**src/rtl/rvh_l1d_pkg.sv**
```systemverilog
// L1D shared types: decoded request type, response entry
// and the load-result formatter reused by forwarding paths.
package rvh_l1d_pkg;

  localparam int XLEN      = 64;
  localparam int ROB_TAG_W = 7;
  localparam int LDQ_TAG_W = 5;

  typedef struct packed {
    logic is_ld;
    logic is_ptw_ld;
    logic is_st;
    logic is_lr;
    logic is_sc;
    logic is_amo;
    logic op_b;
    logic op_hw;
    logic op_w;
    logic op_dw;
    logic ld_u;
  } rrv64_l1d_req_type_dec_t;

  typedef struct packed {
    logic [XLEN-1:0]      data;
    logic [ROB_TAG_W-1:0] rob_tag;
    logic [LDQ_TAG_W-1:0] ldq_tag;
    logic                 is_ptw;
    logic                 misalign;
  } rrv64_l1d_resp_entry_t;

  typedef struct packed {
    logic [XLEN-1:0] data;
    logic            misalign;
  } rrv64_l1d_fmt_t;

  function automatic rrv64_l1d_fmt_t rrv64_l1d_ld_fmt(
    input rrv64_l1d_req_type_dec_t t,
    input logic [XLEN-1:0]         d,
    input logic [2:0]              off
  );
    rrv64_l1d_fmt_t r;
    logic           sx;
    logic [7:0]     b;
    logic [15:0]    h;
    logic [31:0]    w;
    r  = '0;
    // LR/SC/AMO results are architecturally signed
    sx = ~t.ld_u | t.is_lr | t.is_amo | t.is_sc;
    b  = d[{off, 3'b000} +: 8];
    h  = d[{off[2:1], 4'b0000} +: 16];
    w  = d[{off[2], 5'b00000} +: 32];
    case (1'b1)
      t.op_dw | t.is_ptw_ld: begin
        r.misalign = |off;
        r.data     = d;
      end
      t.op_w: begin
        r.misalign = |off[1:0];
        r.data     = {{32{sx & w[31]}}, w};
      end
      t.op_hw: begin
        r.misalign = off[0];
        r.data     = {{48{sx & h[15]}}, h};
      end
      t.op_b: begin
        r.misalign = 1'b0;
        r.data     = {{56{sx & b[7]}}, b};
      end
      default: begin
        r.misalign = |off;
        r.data     = d;
      end
    endcase
    if (r.misalign) r.data = '0;
    return r;
  endfunction

endpackage

```
**src/rtl/rvh_l1d_resp_fifo.sv**
```systemverilog
// Small valid/ready FIFO of response entries with
// synchronous flush; head drives outputs directly.
module rvh_l1d_resp_fifo
  import rvh_l1d_pkg::*;
#(
  parameter int DEPTH = 2
) (
  input  logic                  clk,
  input  logic                  rst,
  input  logic                  flush,
  input  logic                  push_vld,
  output logic                  push_rdy,
  input  rrv64_l1d_resp_entry_t push_data,
  output logic                  pop_vld,
  input  logic                  pop_rdy,
  output rrv64_l1d_resp_entry_t pop_data
);

  localparam int AW = $clog2(DEPTH);

  rrv64_l1d_resp_entry_t mem [DEPTH];
  logic [AW:0]           wr_ptr;
  logic [AW:0]           rd_ptr;
  logic                  empty;
  logic                  full;
  logic                  push;
  logic                  pop;

  assign empty = (wr_ptr == rd_ptr);
  assign full  = (wr_ptr[AW] != rd_ptr[AW]) &&
                 (wr_ptr[AW-1:0] == rd_ptr[AW-1:0]);

  assign pop      = pop_vld & pop_rdy;
  assign push_rdy = ~full | pop;
  assign push     = push_vld & push_rdy;

  assign pop_vld  = ~empty;
  assign pop_data = empty ? '0 : mem[rd_ptr[AW-1:0]];

  always_ff @(posedge clk or negedge rst) begin
    if (!rst) begin
      wr_ptr <= '0;
      rd_ptr <= '0;
      for (int i = 0; i < DEPTH; i++) mem[i] <= '0;
    end else if (flush) begin
      wr_ptr <= '0;
      rd_ptr <= '0;
    end else begin
      if (push) begin
        mem[wr_ptr[AW-1:0]] <= push_data;
        wr_ptr              <= wr_ptr + 1'b1;
      end
      if (pop) rd_ptr <= rd_ptr + 1'b1;
    end
  end

endmodule

```
**src/rtl/rvh_l1d_ld_resp_fmt.sv**
```systemverilog
// L1D load response formatter: extracts/extends the result
// and queues it toward LSU/PTW with valid/ready.
module rvh_l1d_ld_resp_fmt
  import rvh_l1d_pkg::*;
#(
  parameter int DEPTH = 2
) (
  input  logic                    clk,
  input  logic                    rst,
  input  logic                    flush_i,
  input  logic                    req_vld_i,
  output logic                    req_rdy_o,
  input  rrv64_l1d_req_type_dec_t req_type_i,
  input  logic [XLEN-1:0]         req_data_i,
  input  logic [2:0]              req_offset_i,
  input  logic                    req_sc_fail_i,
  input  logic [ROB_TAG_W-1:0]    req_rob_tag_i,
  input  logic [LDQ_TAG_W-1:0]    req_ldq_tag_i,
  output logic                    resp_vld_o,
  input  logic                    resp_rdy_i,
  output logic [XLEN-1:0]         resp_data_o,
  output logic [ROB_TAG_W-1:0]    resp_rob_tag_o,
  output logic [LDQ_TAG_W-1:0]    resp_ldq_tag_o,
  output logic                    resp_is_ptw_o,
  output logic                    resp_misalign_o
);

  rrv64_l1d_fmt_t        fmt;
  rrv64_l1d_resp_entry_t enq;
  rrv64_l1d_resp_entry_t head;
  logic                  enq_cls;

  // pure stores and empty types are consumed without a response
  assign enq_cls = req_type_i.is_ld  | req_type_i.is_ptw_ld |
                   req_type_i.is_lr  | req_type_i.is_sc |
                   req_type_i.is_amo;

  always_comb begin
    fmt = rrv64_l1d_ld_fmt(req_type_i, req_data_i, req_offset_i);
    enq = '0;
    enq.rob_tag  = req_rob_tag_i;
    enq.ldq_tag  = req_ldq_tag_i;
    enq.is_ptw   = req_type_i.is_ptw_ld;
    enq.misalign = fmt.misalign;
    enq.data     = fmt.data;
    if (req_type_i.is_sc && !fmt.misalign)
      enq.data = {{(XLEN-1){1'b0}}, req_sc_fail_i};
  end

  rvh_l1d_resp_fifo #(
    .DEPTH (DEPTH)
  ) u_fifo (
    .clk       (clk),
    .rst       (rst),
    .flush     (flush_i),
    .push_vld  (req_vld_i & enq_cls),
    .push_rdy  (req_rdy_o),
    .push_data (enq),
    .pop_vld   (resp_vld_o),
    .pop_rdy   (resp_rdy_i),
    .pop_data  (head)
  );

  assign resp_data_o     = head.data;
  assign resp_rob_tag_o  = head.rob_tag;
  assign resp_ldq_tag_o  = head.ldq_tag;
  assign resp_is_ptw_o   = head.is_ptw;
  assign resp_misalign_o = head.misalign;

endmodule

```
**config.mk**
```make
export PLATFORM = sky130hd
export DESIGN_NAME = rvh_l1d_ld_resp_fmt
export DESIGN_NICKNAME = d
export VERILOG_FILES = /design/src/rtl/rvh_l1d_pkg.sv /design/src/rtl/rvh_l1d_resp_fifo.sv /design/src/rtl/rvh_l1d_ld_resp_fmt.sv
export SDC_FILE = /design/constraint.sdc
export NUM_CORES = 1
export LEC_CHECK = 0
export CAP_MARGIN = 20
export CORE_ASPECT_RATIO = 0.5
export CORE_MARGIN = 4
export CORE_UTILIZATION = 48
export DETAILED_ROUTE_END_ITERATION = 6
export PLACE_DENSITY = 0.83
export SLEW_MARGIN = 20
export SYNTH_ARGS = -nofsm -noshare
export SYNTH_HDL_FRONTEND = slang
export SYNTH_HIERARCHICAL = 1
export SYNTH_SLANG_ARGS = --single-unit
```
**constraint.sdc**
```tcl
create_clock -name clk -period 2.05 [get_ports clk]
set_clock_uncertainty 0.1 [all_clocks]
set_input_delay 0.205 -clock clk [delete_from_list [all_inputs] [get_ports clk]]
set_output_delay 0.205 -clock clk [all_outputs]
set_load 0.05 [all_outputs]
```
* Word level (Yosys, flattened, before mapping) *
Index checks and enable logic that the tools add are counted.
W data, S select, Z words.

cells by class
  add/sub/neg operators = 2
  magnitude comparators = 3
  equal/unequal tests = 3
  shifts and indexed selects = 3
  mux-type cells = 17
  bitwise operators = 21
  reductions and logical operators = 9

operators with widths
  kind                   count
  $mux W78               5
  $mux W65               4
  $bwmux W156            1
  $mux W64               2
  $demux W78 S1          1
  $shiftx A64 B7 Y16     1
  $shiftx A64 B7 Y32     1
  $shiftx A64 B7 Y8      1
  $or A1 B1 Y1           9
  $mux W2                4
  $and A1 B1 Y1          6
  $add A2 B1 Y2 const B  2
  $ge A2 B2 Y1 const B   2
  $not A1 Y1             4
  $not A1 Y2             2
  $reduce_bool A2 Y1     2
  $logic_and A1 B1 Y1    3
  $reduce_or A3 Y1       1
  $eq A2 B2 Y1           1
  $lt A2 B1 Y1 const B   1
  $reduce_and A2 Y1      1
  $reduce_or A2 Y1       1
  $eq A1 B1 Y1           1
  $logic_not A1 Y1       1
  $ne A1 B1 Y1           1

word-level totals
  register bits = 160
  bits of input ports = 96
  output and inout bits = 80
  word-level logic and storage cells = 70

* Depth between registers and ports, before layout *
  depth in word-level cells = 13
  mapped depth = 10
  mapped depth without buffers = 7

* Hierarchy *
The synthesis kept the hierarchy.

by module, submodules not included
  module               times used  cells an instance  area each (um^2)  sequential area each (um^2)
  rvh_l1d_resp_fifo    1           538                7,284.5           4,003.8
  rvh_l1d_ld_resp_fmt  1           350                2,437.3           0.0

* Least setup slack after synthesis *
Ideal clock, no wire load.

  path kind = register -> output
  from = register u_fifo.wr_ptr[0]
  to = output resp_data_o[41]
  arrival = 2.003 ns
  required time = 1.745 ns
  slack = -0.258 ns
  stages on the path, launching flop included = 8
  buffers on the path = 4
  cell sequence = dfrtp_1 > clkbuf_1 > xnor2_1 > and2_1 > buf_2 > buf_2 > buf_1 > nor2_1

between the ends
  word-level cells in the longest chain between the ends = 2

RTL lines
  item                    RTL line                   RTL
  start, declared         rvh_l1d_resp_fifo.sv:22    logic [AW:0] wr_ptr;
  start signal, assigned  rvh_l1d_resp_fifo.sv:51    wr_ptr <= wr_ptr + 1'b1;
  $eq A2 B2 Y1            rvh_l1d_resp_fifo.sv:29    assign empty = (wr_ptr == rd_ptr);
  $mux W78                rvh_l1d_resp_fifo.sv:38    assign pop_data = empty ? '0 : mem[rd_ptr[AW-1:0]];
  end, declared           rvh_l1d_ld_resp_fmt.sv:21  output logic [XLEN-1:0] resp_data_o,

No other way between the ends.

* Worst setup path in the final report *
  from = register u_fifo.wr_ptr[1]
  to = output resp_data_o[58]

The elaborated chain is that of the path after synthesis.

==> metrics.md <==
| Metric | Value |
|---|---|
| Post-route ant nets | 0 |
| H-tree levels | 4 |
| Vias in the first global route | 9567 |
| Grt peak-use layer | met2 |
| Initial Utilization | 49.4% |
| Dpl ws | -0.803 ns |
| Top FF cell, synth | dfrtp_1 |
| Area of the mapped netlist | 0.00972 mm^2 |
| Synth area leaders | dfrtp_1 (41%), mux2_2 (17%), mux2i_1 (9.0%) |
| RD Place Congestion | 0.965 |
| Root Driver | clkbuf_16 |
| Failing checks | design-rule violations, negative setup slack |
| Post-Layout Cell Count | 1520 |
| Top delay family on crit path | buffers and inverters |
| CP Data Required Time | 1.75 ns |
| Initial antenna violation count | 3 |
| Worst skew pair latency | 0.45 ns |
| Cell with the most instances after synthesis | dfrtp_1 |
| Critical-path maximum fanout | 7 |
| CTS Sinks | 160 |
| Met3 Resource Use GR | 8.45% |
| Period utilisation layout | 115% |
| CP startpoint kind | register |
| Reg2reg path depth | 4 |
| GR Overflow Total | 0 |
| Max incr delay on CP | 0.43 ns |
| Worst slew pin tran | 0.915 ns |
| Clock slew at the register clock pins of the worst setup and hold paths | 0.06 ns |
| CTS Buf Count | 17 |
| Placeable Area | 0.0197 mm^2 |
| Synth Area per Inst | 10.9 um^2 |
| RR Endpoint | u_fifo/mem[100] |
| Layout area overhead | 65.4% |
| Slowest CP cell | dfrtp_2 |
| Core Util, Final | 81.7% |
| Post-synth EDFFs | 0 |
| Synth cell types | 61 |
| Number of fill cells | 992 |
| Setup slack after layout | -0.316 ns |
| Die W | 209 um |
| Initial drt markers | 1359 |
| Storage element area | 0.00401 mm^2 |
| Yosys top cell area share | 41.2% |
| Fmax | 0.423 GHz |
| Grt met2 use | 58.2% |
| Post-synthesis register bit count | 160 |
| Top cells by instance count after synthesis | dfrtp_1 (160), mux2_2 (149), nor2_1 (139), mux2i_1 (87), clkbuf_1 (34) |
| Detail Placement HPWL | 25.3 mm |
| Setup Viol. Count Final | 179 |
| RSZ-0062 raised after global routing | yes |
| Routed Wire Length | 44.2 mm |
| Routed len/inst | 29.1 um |
| Crit-path cells | xnor2_2 -> buf_4 -> and2_4 -> buf_12 -> buf_6 -> nor2_4 -> buf_6 |
| Worst EP arrival | 2.06 ns |
| GRT Util Overall | 34.8% |
| Die span in y | 109 um |
| Max Slew Vio Count | 0 |
| Area leader, netlist | dfrtp_1 |
| Fin. Hold Viols | 0 |
| Crit Path Class | reg2out |
| Power density over the cells | 676 mW/mm^2 |
| Max cap viols | 0 |
| I/O pin cnt | 176 |
| Layout cell share with drive strength beyond 1 | 56.7% |
| CTS Buffer Depth | 2 |
| Yosys synthesis warning count | 6 |
| Die ar. | 0.0227 mm^2 |
| P_leak | 0.00687 uW |
| Net Count, Synth | 984 |
| Worst Setup End Kind | primary output |
| Slew margin rel. | 38.2% |
| Crit path from | u_fifo/wr_ptr[1] |
| M1 GR Usage | 44.4% |
| Sequential share of the synthesized area | 41.2% |
| Largest net degree at the start of global routing | 61 |
| Final #Nets | 1334 |
| Crit path time final | 2.37 ns |
| Crit path buffers/inverters | 4 |
| FP Rows | 36 |
| Residual DRC | 2 |
| Flop2flop setup slack | -0.20 ns |
| I/O Buffers | 174 |
| CTS tree | built |
| FFs w/ async S/R, synth | 100% |
| Router iterations before antenna repair | 7 |
| Outcome | complete, but fails checks |
| Via count | 9606 |
| Hold Crit Class | in2async |
| First-pass GRT wire length | 59.8 mm |
| R2r startpoint | u_fifo/wr_ptr[0] |
| Synthesized netlist cell count | 888 |
| Total power | 10900 uW |
| Inst Count DP | 1418 |
| Most common cell on crit path | buf_6 |
| Vias/cell | 6.32 |
| Multi-input logic area | 0.00661 mm^2 |
| Worst vdd ir | 0.679 mV |
[state kept, by name (all words and copies together) (netlist names)]
register       count
u_fifo/mem       156
u_fifo/wr_ptr      2
u_fifo/rd_ptr      2
[power breakdown]
part           switching [uW]  internal (uW)  leakage [uW]  total, uW
combinational            2110           1840       0.00446       3950
clock                    1470           1730      0.000269       3200
sequential                247           3480       0.00215       3730
[routing by layer]
| metal | vias up | wire (um) |
|---|---|---|
| li1 | 3920 | - |
| met3 | 210 | 4810 |
| met2 | 709 | 20300 |
| met1 | 4767 | 16600 |
| met4 | 0 | 2520 |
| met5 | - | 0 |
[area by class of cell]
cell class,instances,share of cell area [%]
Timing Repair Buffer,403,28.2
Tap cell,266,2.07
Antenna cell,3,0.0467
Inverter,4,0.124
Clock inverter,13,0.801
Clock buffer,19,2.75
Sequential cell,160,24.9
Multi-Input combinational cell,652,41.1
[repair_timing]
item	in CTS	in global routing
buffers inserted	32	16
hold buffers	1	0
hold endpoints to repair	56	0
pin swaps	23	46
gates cloned	15	12
resized for setup	235	119
endpoints found under the setup margin	211	214
[through the flow]
step           hold WS, ns  setup TNS [ns]  cell area, um^2
3_5_place_dp         0.120         -100.57            13300
4_1_cts              0.221          -13.85            15300
3_3_place_gp         0.111          -95.95            13300
2_1_floorplan       -0.191          -16.08            10400
5_1_grt              0.241          -31.77            16100
6_report             0.190          -27.19            16100
[kinds of logic after synthesis]
family,Yosys count,share of synthesized area (%)
multiplexers,271,32.8
AO/OA/AOI/OAI,134,9.68
XOR/XNOR,3,0.270
AND/OR/NAND/NOR,242,11.8
flip-flops,160,41.2
buffers and inverters,78,4.34
[worst register-to-register path: stages, from the launching register on]
cell       delay, ns
dfrtp_2         0.51
nor2_2          0.43
o311a_4         0.48
clkbuf_16       0.25
mux2_2          0.35
[how the worst max path moves through the flow]
stage | end | slack, ns | cells past startpoint
floorplan | resp_data_o[16] | -0.16 | 4
global placement | u_fifo/mem[22] | -0.71 | 9
detailed placement | u_fifo/mem[18] | -0.80 | 9
CTS | resp_data_o[59] | -0.24 | 7
global route | resp_data_o[28] | -0.35 | 7
finish | resp_data_o[58] | -0.32 | 7
[layout by cell type (no fill, tap or decap), types with 9 or more instances in the layout]
cell type / count
mux2i_1: 70
clkdlybuf4s50_1: 60
o22ai_1: 12
nor2_2: 17
nand2_1: 25
a21oi_1: 26
buf_4: 164
mux2i_2: 10
mux2_4: 88
nor2_1: 58
buf_8: 37
o21ai_0: 13
buf_16: 12
dlymetal6s2s_1: 12
mux2_2: 81
mux4_2: 15
a221oi_2: 11
buf_6: 61
nand2b_1: 13
clkbuf_16: 26
dfrtp_1: 157
dlygate4sd2_1: 15
nor2_4: 94
buf_12: 22
a211oi_1: 9
Note: power is estimated with default switching activity, not from simulation.
